**src/rtl/usart_rx_8251.sv**
```systemverilog
// 8251-compatible asynchronous receiver (8N1) with the CPU read-back path for ports 20h/21h.
// Receive holding register, RxRDY, FE and OE flags, and status byte assembly.
module usart_rx_8251 #(
  parameter int CLKS_PER_BIT = 1491,
  parameter int CNT_W        = 11
) (
  input  logic       I_CLK,
  input  logic       I_RST_N,
  input  logic       I_RXD,
  input  logic       I_RXE,
  input  logic       I_ER,
  input  logic       I_TXRDY,
  input  logic       I_TXEMPTY,
  input  logic       I_PORT20_RE,
  input  logic       I_PORT21_RE,
  output logic [7:0] O_RDATA,
  output logic       O_RXRDY
);

  localparam logic [CNT_W-1:0] HALF_BIT = CNT_W'(CLKS_PER_BIT / 2 - 1);
  localparam logic [CNT_W-1:0] FULL_BIT = CNT_W'(CLKS_PER_BIT - 1);

  typedef enum logic [1:0] {
    IDLE,
    START,
    DATA,
    STOP
  } state_t;

  state_t           state, state_nxt;
  logic [CNT_W-1:0] timer, timer_nxt;
  logic [2:0]       bit_cnt, bit_cnt_nxt;
  logic [7:0]       shift, shift_nxt;
  logic             tick;
  logic             load;

  logic             rxd_m, rxd_s, rxd_d;
  logic [7:0]       hold;
  logic             rxrdy, fe, oe;
  logic [1:0]       re20_sr;
  logic             re20_rise;
  logic [7:0]       status;

  // Synchronisers reset to 1 so the idle line never looks like a start edge.
  always_ff @(posedge I_CLK or negedge I_RST_N) begin
    if (!I_RST_N) begin
      rxd_m <= 1'b1;
      rxd_s <= 1'b1;
      rxd_d <= 1'b1;
    end else begin
      rxd_m <= I_RXD;
      rxd_s <= rxd_m;
      rxd_d <= rxd_s;
    end
  end

  assign tick = (timer == '0);

  always_ff @(posedge I_CLK or negedge I_RST_N) begin
    if (!I_RST_N) begin
      state   <= IDLE;
      timer   <= '0;
      bit_cnt <= '0;
      shift   <= '0;
    end else begin
      state   <= state_nxt;
      timer   <= timer_nxt;
      bit_cnt <= bit_cnt_nxt;
      shift   <= shift_nxt;
    end
  end

  always_comb begin
    state_nxt   = state;
    timer_nxt   = tick ? timer : timer - CNT_W'(1);
    bit_cnt_nxt = bit_cnt;
    shift_nxt   = shift;
    load        = 1'b0;
    if (!I_RXE) begin
      state_nxt = IDLE;
    end else begin
      case (state)
        IDLE: begin
          if (rxd_d && !rxd_s) begin
            state_nxt = START;
            timer_nxt = HALF_BIT;
          end
        end
        START: begin
          if (tick) begin
            if (!rxd_s) begin
              state_nxt   = DATA;
              timer_nxt   = FULL_BIT;
              bit_cnt_nxt = '0;
            end else begin
              state_nxt = IDLE;
            end
          end
        end
        DATA: begin
          if (tick) begin
            shift_nxt = {rxd_s, shift[7:1]};
            timer_nxt = FULL_BIT;
            if (bit_cnt == 3'd7) begin
              state_nxt = STOP;
            end else begin
              bit_cnt_nxt = bit_cnt + 3'd1;
            end
          end
        end
        STOP: begin
          if (tick) begin
            load      = 1'b1;
            state_nxt = IDLE;
          end
        end
        default: state_nxt = IDLE;
      endcase
    end
  end

  // Port 21h reads have no side effect, so only the data-port strobe is edge-detected.
  always_ff @(posedge I_CLK or negedge I_RST_N) begin
    if (!I_RST_N) begin
      re20_sr <= '0;
    end else begin
      re20_sr <= {re20_sr[0], I_PORT20_RE};
    end
  end

  assign re20_rise = (re20_sr == 2'b01);

  // A load coinciding with a data-port read counts as that read being consumed: no overrun.
  always_ff @(posedge I_CLK or negedge I_RST_N) begin
    if (!I_RST_N) begin
      hold  <= '0;
      rxrdy <= 1'b0;
      fe    <= 1'b0;
      oe    <= 1'b0;
    end else begin
      if (load) begin
        hold  <= shift;
        rxrdy <= 1'b1;
      end else if (re20_rise) begin
        rxrdy <= 1'b0;
      end
      if (I_ER) begin
        fe <= 1'b0;
        oe <= 1'b0;
      end else if (load) begin
        if (!rxd_s) fe <= 1'b1;
        if (rxrdy && !re20_rise) oe <= 1'b1;
      end
    end
  end

  assign status  = {1'b0, 1'b0, fe, oe, 1'b0, I_TXEMPTY, rxrdy, I_TXRDY};
  assign O_RDATA = I_PORT21_RE ? status : hold;
  assign O_RXRDY = rxrdy;

endmodule

```
**config.mk**
```make
export PLATFORM = sky130hd
export DESIGN_NAME = usart_rx_8251
export DESIGN_NICKNAME = d
export VERILOG_FILES = /design/src/rtl/usart_rx_8251.sv
export SDC_FILE = /design/constraint.sdc
export NUM_CORES = 1
export LEC_CHECK = 0
export CORE_UTILIZATION = 61
export DETAILED_ROUTE_END_ITERATION = 10
export GPL_ROUTABILITY_DRIVEN = 1
export PLACE_DENSITY = 0.85
export REMOVE_ABC_BUFFERS = 1
export SYNTH_ARGS = -nofsm -noshare
export SYNTH_HDL_FRONTEND = slang
export SYNTH_SLANG_ARGS = --single-unit
```
**constraint.sdc**
```tcl
create_clock -name I_CLK -period 3.4 [get_ports I_CLK]
set_input_delay 0.68 -clock I_CLK [delete_from_list [all_inputs] [get_ports I_CLK]]
set_output_delay 0.68 -clock I_CLK [all_outputs]
set_load 0.005 [all_outputs]
```
-- Word-level counts from Yosys, hierarchy flattened
Index checks and enable logic that the tools add are counted.
- reduce and logical (&&, ||, !) cells: 15
- multiplexer cells: 32
- add/subtract/negate cells: 2
- equal/unequal tests: 15
- operator list (cell ; count):
    11-bit two-way mux ; 6
    11-bit one-hot mux with 3 select lines ; 1
    3-bit != test, second input constant ; 5
    2-bit two-way mux ; 7
    3-bit two-way mux ; 4
    11-bit logical NOT ; 1
    1-bit two-way mux ; 11
    11-bit by 1-bit subtractor with 11-bit output, second input constant ; 1
    2-bit != test, second input constant ; 5
    8-bit two-way mux ; 1
    2-bit one-hot mux with 4 select lines ; 1
    2-bit nonzero test ; 4
    3-bit one-hot mux with 2 select lines ; 1
    6-bit AND reduction ; 1
    5-bit AND reduction ; 1
    2-bit by 1-bit equality test with 1-bit output, second input constant ; 2
    2-bit equality test, second input constant ; 2
    2-bit AND reduction ; 2
    3-bit by 1-bit adder with 3-bit output, second input constant ; 1
    3-bit equality test, second input constant ; 1
    3-bit AND reduction ; 1
    1-bit logical AND ; 2
    1-bit logical NOT ; 2
    2-bit logical NOT ; 1
- output and inout bits: 9
- input bits: 9
- word-level logic and storage cells: 76
- bits in registers: 40

-- Logic depth before layout (Yosys ltp)
- word-level depth: 6
- depth in mapped cells: 11
- mapped depth without buffers: 10

-- Worst setup path after synthesis
Ideal clock, no wire load.
- kind: reg2reg
- start: reg timer[0]
- end: reg hold[1]
- arrival time: 1.982 ns
- clock period less this slack: 2.107 ns
- stages on the path, launching flop included: 10
- library setup time: 0.125 ns
- path buffers: 2
- path slack: 1.293 ns
- required time: 3.275 ns
- cells stage by stage: dfrtp_1 > inv_1 > ha_1 > nor4b_2 > and3_1 > buf_2 > inv_4 > nor3_2 > buf_4 > mux2_2
- longest elaborated chain between the ends: 4
- RTL lines (what ; line ; source):
    start: declaration ; 31 ; logic [CNT_W-1:0] timer, timer_nxt;
    start signal: assignment ; 67 ; timer <= timer_nxt;
    11-bit logical NOT ; 57 ; assign tick = (timer == '0);
    1-bit two-way mux ; 112 ; if (tick) begin
    1-bit two-way mux ; 82 ; case (state)
    1-bit two-way mux ; 79 ; if (!I_RXE) begin
    end signal: assignment ; 142 ; hold <= shift;
    end: declaration ; 38 ; logic [7:0] hold;
No other way between the ends.
A chain may end at the register's enable or synchronous reset.

-- Worst setup path after layout
- start: in I_PORT21_RE
- end: out O_RDATA[5]
- longest elaborated chain between the ends: 1
- RTL lines (what ; line ; source):
    start: declaration ; 15 ; input logic I_PORT21_RE,
    8-bit two-way mux ; 158 ; assign O_RDATA = I_PORT21_RE ? status : hold;
    end: declaration ; 16 ; output logic [7:0] O_RDATA,
No other way between the ends.

==> metrics.cfg <==
[detailed_routing]
drt_pre_antenna_iters=4
drc_errors=0
wl_um=3748
drt_iter0_drc=79
vias=1409
final_antenna_net_count=0
via_per_inst=5.822
wl_per_cell_um=15.49

[finish]
drive_above_1_share=0.2121
nets=211
utilization=0.7402
fillCellCount=214
multi_input_area_sq_um=918.4
antenna_cells=0
areaGrowthSynthToFinish_pct=15.03
regArea_sq_um=1005

[clock_network]
numCtsBuffers=5
ctsLongestPathBuffers=2
clock-root-buffer=clkbuf_4
clk_pin_slew_ps=100
htree_levels=2
clk_latency_ps=350
cts.sinks=40
postCtsSetupBuffers=0
hold_buffers=0
post_cts_resized=0
cts_tree=built

[outcome]
outcome=completed

[sta]
hold_viol_final=0
finalSetupViolations=0
tightest_slew_ps=857.6
period_needed_ps=2873
maxSlewViolCount=0
setup_tns_ps=0
rsz0062_at_grt=false
clock.fmax_mhz=348.0
fin_skew_ps=10.41
fin_crit_sh=0.8451
relSlewSlack=0.4282

[synth]
yosysTopAreaCellShare=0.4675
synth_commonest_cells=dfrtp_1 (37), mux2_2 (22), nand2_1 (15)
yosysMostFrequentCell=dfrtp_1
synth_edf_count=0
ys_async_sr_fraction=1.000
synth_top_flop_cell=dfrtp_1
netlist_area_sq_um=1981
syn_avg_cell_area_sq_um=11.13
yosysWarnings=0
synth-seq-cells=40
synth_area_leaders=dfrtp_1 (47%), mux2_2 (13%), dfstp_2 (4.0%)
yosysUniqueCellTypes=43
yosysSeqAreaShare=0.5073
syn_inst=178
yosys.area.top_type=dfrtp_1

[power_and_ir_drop]
p_per_area_nw_per_um2=496.5
p_leak_nw=1.028
power_mw=1.131
ir_drop_mv=0.3279

[worst_setup_path]
timing.rr.start=timer[0]$_DFF_PN0_
required_ps=2720
rr_worst_depth=8
r2r_setup_slack_ps=930
path_delay_family=buffers and inverters
critPathLaunchType=input pin
path_buf_inv=2
end_kind=output port
crit_arrival_ps=2190
cp_max_fo=8
path_cells=clkdlybuf4s50_1 -> mux2_2 -> clkdlybuf4s50_1
cp-startpoint=I_PORT21_RE
crit_cells=3
crit_top_cell=clkdlybuf4s50_1
worst-setup-path-type=in -> out
slowest_stage=clkdlybuf4s50_1
max_stage_delay_ps=680
r2r-end=shift[6]$_DFFE_PN0P_
cp-endpoint=O_RDATA[5]

[global_route]
grt_max_degree=41
antenna_found_initial=0
groute.usage.overall=0.2563
grt_pass1_wl_um=6465
overflow=0
grt_pass1_vias=1457

[min_path]
hold_class=reg -> reg
min_from=rxd_m$_DFF_PN1_

[place]
dpl.hpwl_um=2760
port_buffers=17
gp_congestion=0.8797

[flow_run]
drv_cap=0

[die]
io_pins=18
fp.dieH_um=58.98
die_x_um=58.98
initial_core_util=0.6435
die-area_sq_um=3479
core_sq_um=3078
rows=20

==> cell families after synthesis <==
| group | Yosys count | synth area share |
|---|---|---|
| and+or+nand+nor | 55 | 0.1516 |
| AOI/OAI and AO/OA | 38 | 0.1327 |
| adders and majority gates | 5 | 0.03159 |
| xor gates and xnor gates | 4 | 0.01769 |
| buffers and inverters | 13 | 0.02906 |
| muxes | 23 | 0.1301 |
| DFF | 40 | 0.5073 |
==> cell type report <==
class | instances | share of cell area
Sequential cell | 40 | 0.4410
Timing Repair Buffer | 19 | 0.07908
Tap cell | 44 | 0.02416
Multi-Input combinational cell | 125 | 0.4031
Inverter | 6 | 0.01098
Clock buffer | 7 | 0.02856
Clock inverter | 1 | 0.01318
==> through the flow <==
step                      std cells  cell area [sq um]  hold WS (ps)  setup WS, ps
final                           242               2278         362.6         526.7
after global routing            242               2278         374.5         474.1
after CTS                       242               2278         365.1         512.3
after global placement          234               2183         346.0         566.1
after floorplan                 171               1948         345.2         925.3
after detailed placement        234               2183         349.5         516.3
==> layout by cell type, fill, tap and decap left out, types with 2 or more instances in the layout <==
cell	n
xnor2_1	3
clkbuf_4	5
a21o_1	2
clkbuf_8	2
nand2_1	15
dfstp_2	3
nand4_1	2
a21oi_1	9
a31oi_1	2
or3_1	2
and3_1	3
mux2_2	22
nor2_1	8
inv_1	5
nand3_1	3
dfrtp_1	37
buf_4	2
ha_1	5
nand2b_1	3
clkdlybuf4s50_1	16
nor3_1	6
nor4_1	2
o21ai_0	12
nor2b_1	6
a22o_1	2
==> worst register-to-register path: cells and delay by family, from the launching register on <==
family	cells	cell delay, ps
buf+inv	3	450
simple gates	3	920
flops	1	430
mux	1	390
fa+ha+maj	1	160
==> worst min-delay path by stage <==
stage | slack, ps | end | cells after the start
global placement | 350 | rxd_s$_DFF_PN1_ | 0
finish | 360 | rxd_s$_DFF_PN1_ | 0
floorplan | 350 | rxd_s$_DFF_PN1_ | 0
detailed placement | 350 | rxd_s$_DFF_PN1_ | 0
global route | 370 | rxd_s$_DFF_PN1_ | 0
CTS | 370 | rxd_s$_DFF_PN1_ | 0
==> per-layer routing <==
layer / up-vias / GRT usage / wire, um
met5: - / 0 / 0
met4: 0 / 0.09864 / 40
met3: 4 / 0.07424 / 126
met2: 24 / 0.4237 / 1977
met1: 705 / 0.3195 / 1604
li1: 676 / - / -
==> flip-flops by register name, indices dropped and copies added (netlist names) <==
name	count
shift	8
bit_cnt	3
O_RXRDY	1
hold	8
rxd_s	1
rxd_d	1
fe	1
timer	11
state	2
oe	1
re20_sr	2
rxd_m	1
==> where the power goes <==
part / leakage, nW / internal [mW] / switching (mW) / total [mW]
sequential: 0.518 / 0.524 / 0.0605 / 0.584
clock: 0.0515 / 0.195 / 0.151 / 0.346
combinational: 0.459 / 0.0943 / 0.107 / 0.201
total: 1.03 / 0.813 / 0.318 / 1.13
Power figures use the tool's default switching activity.
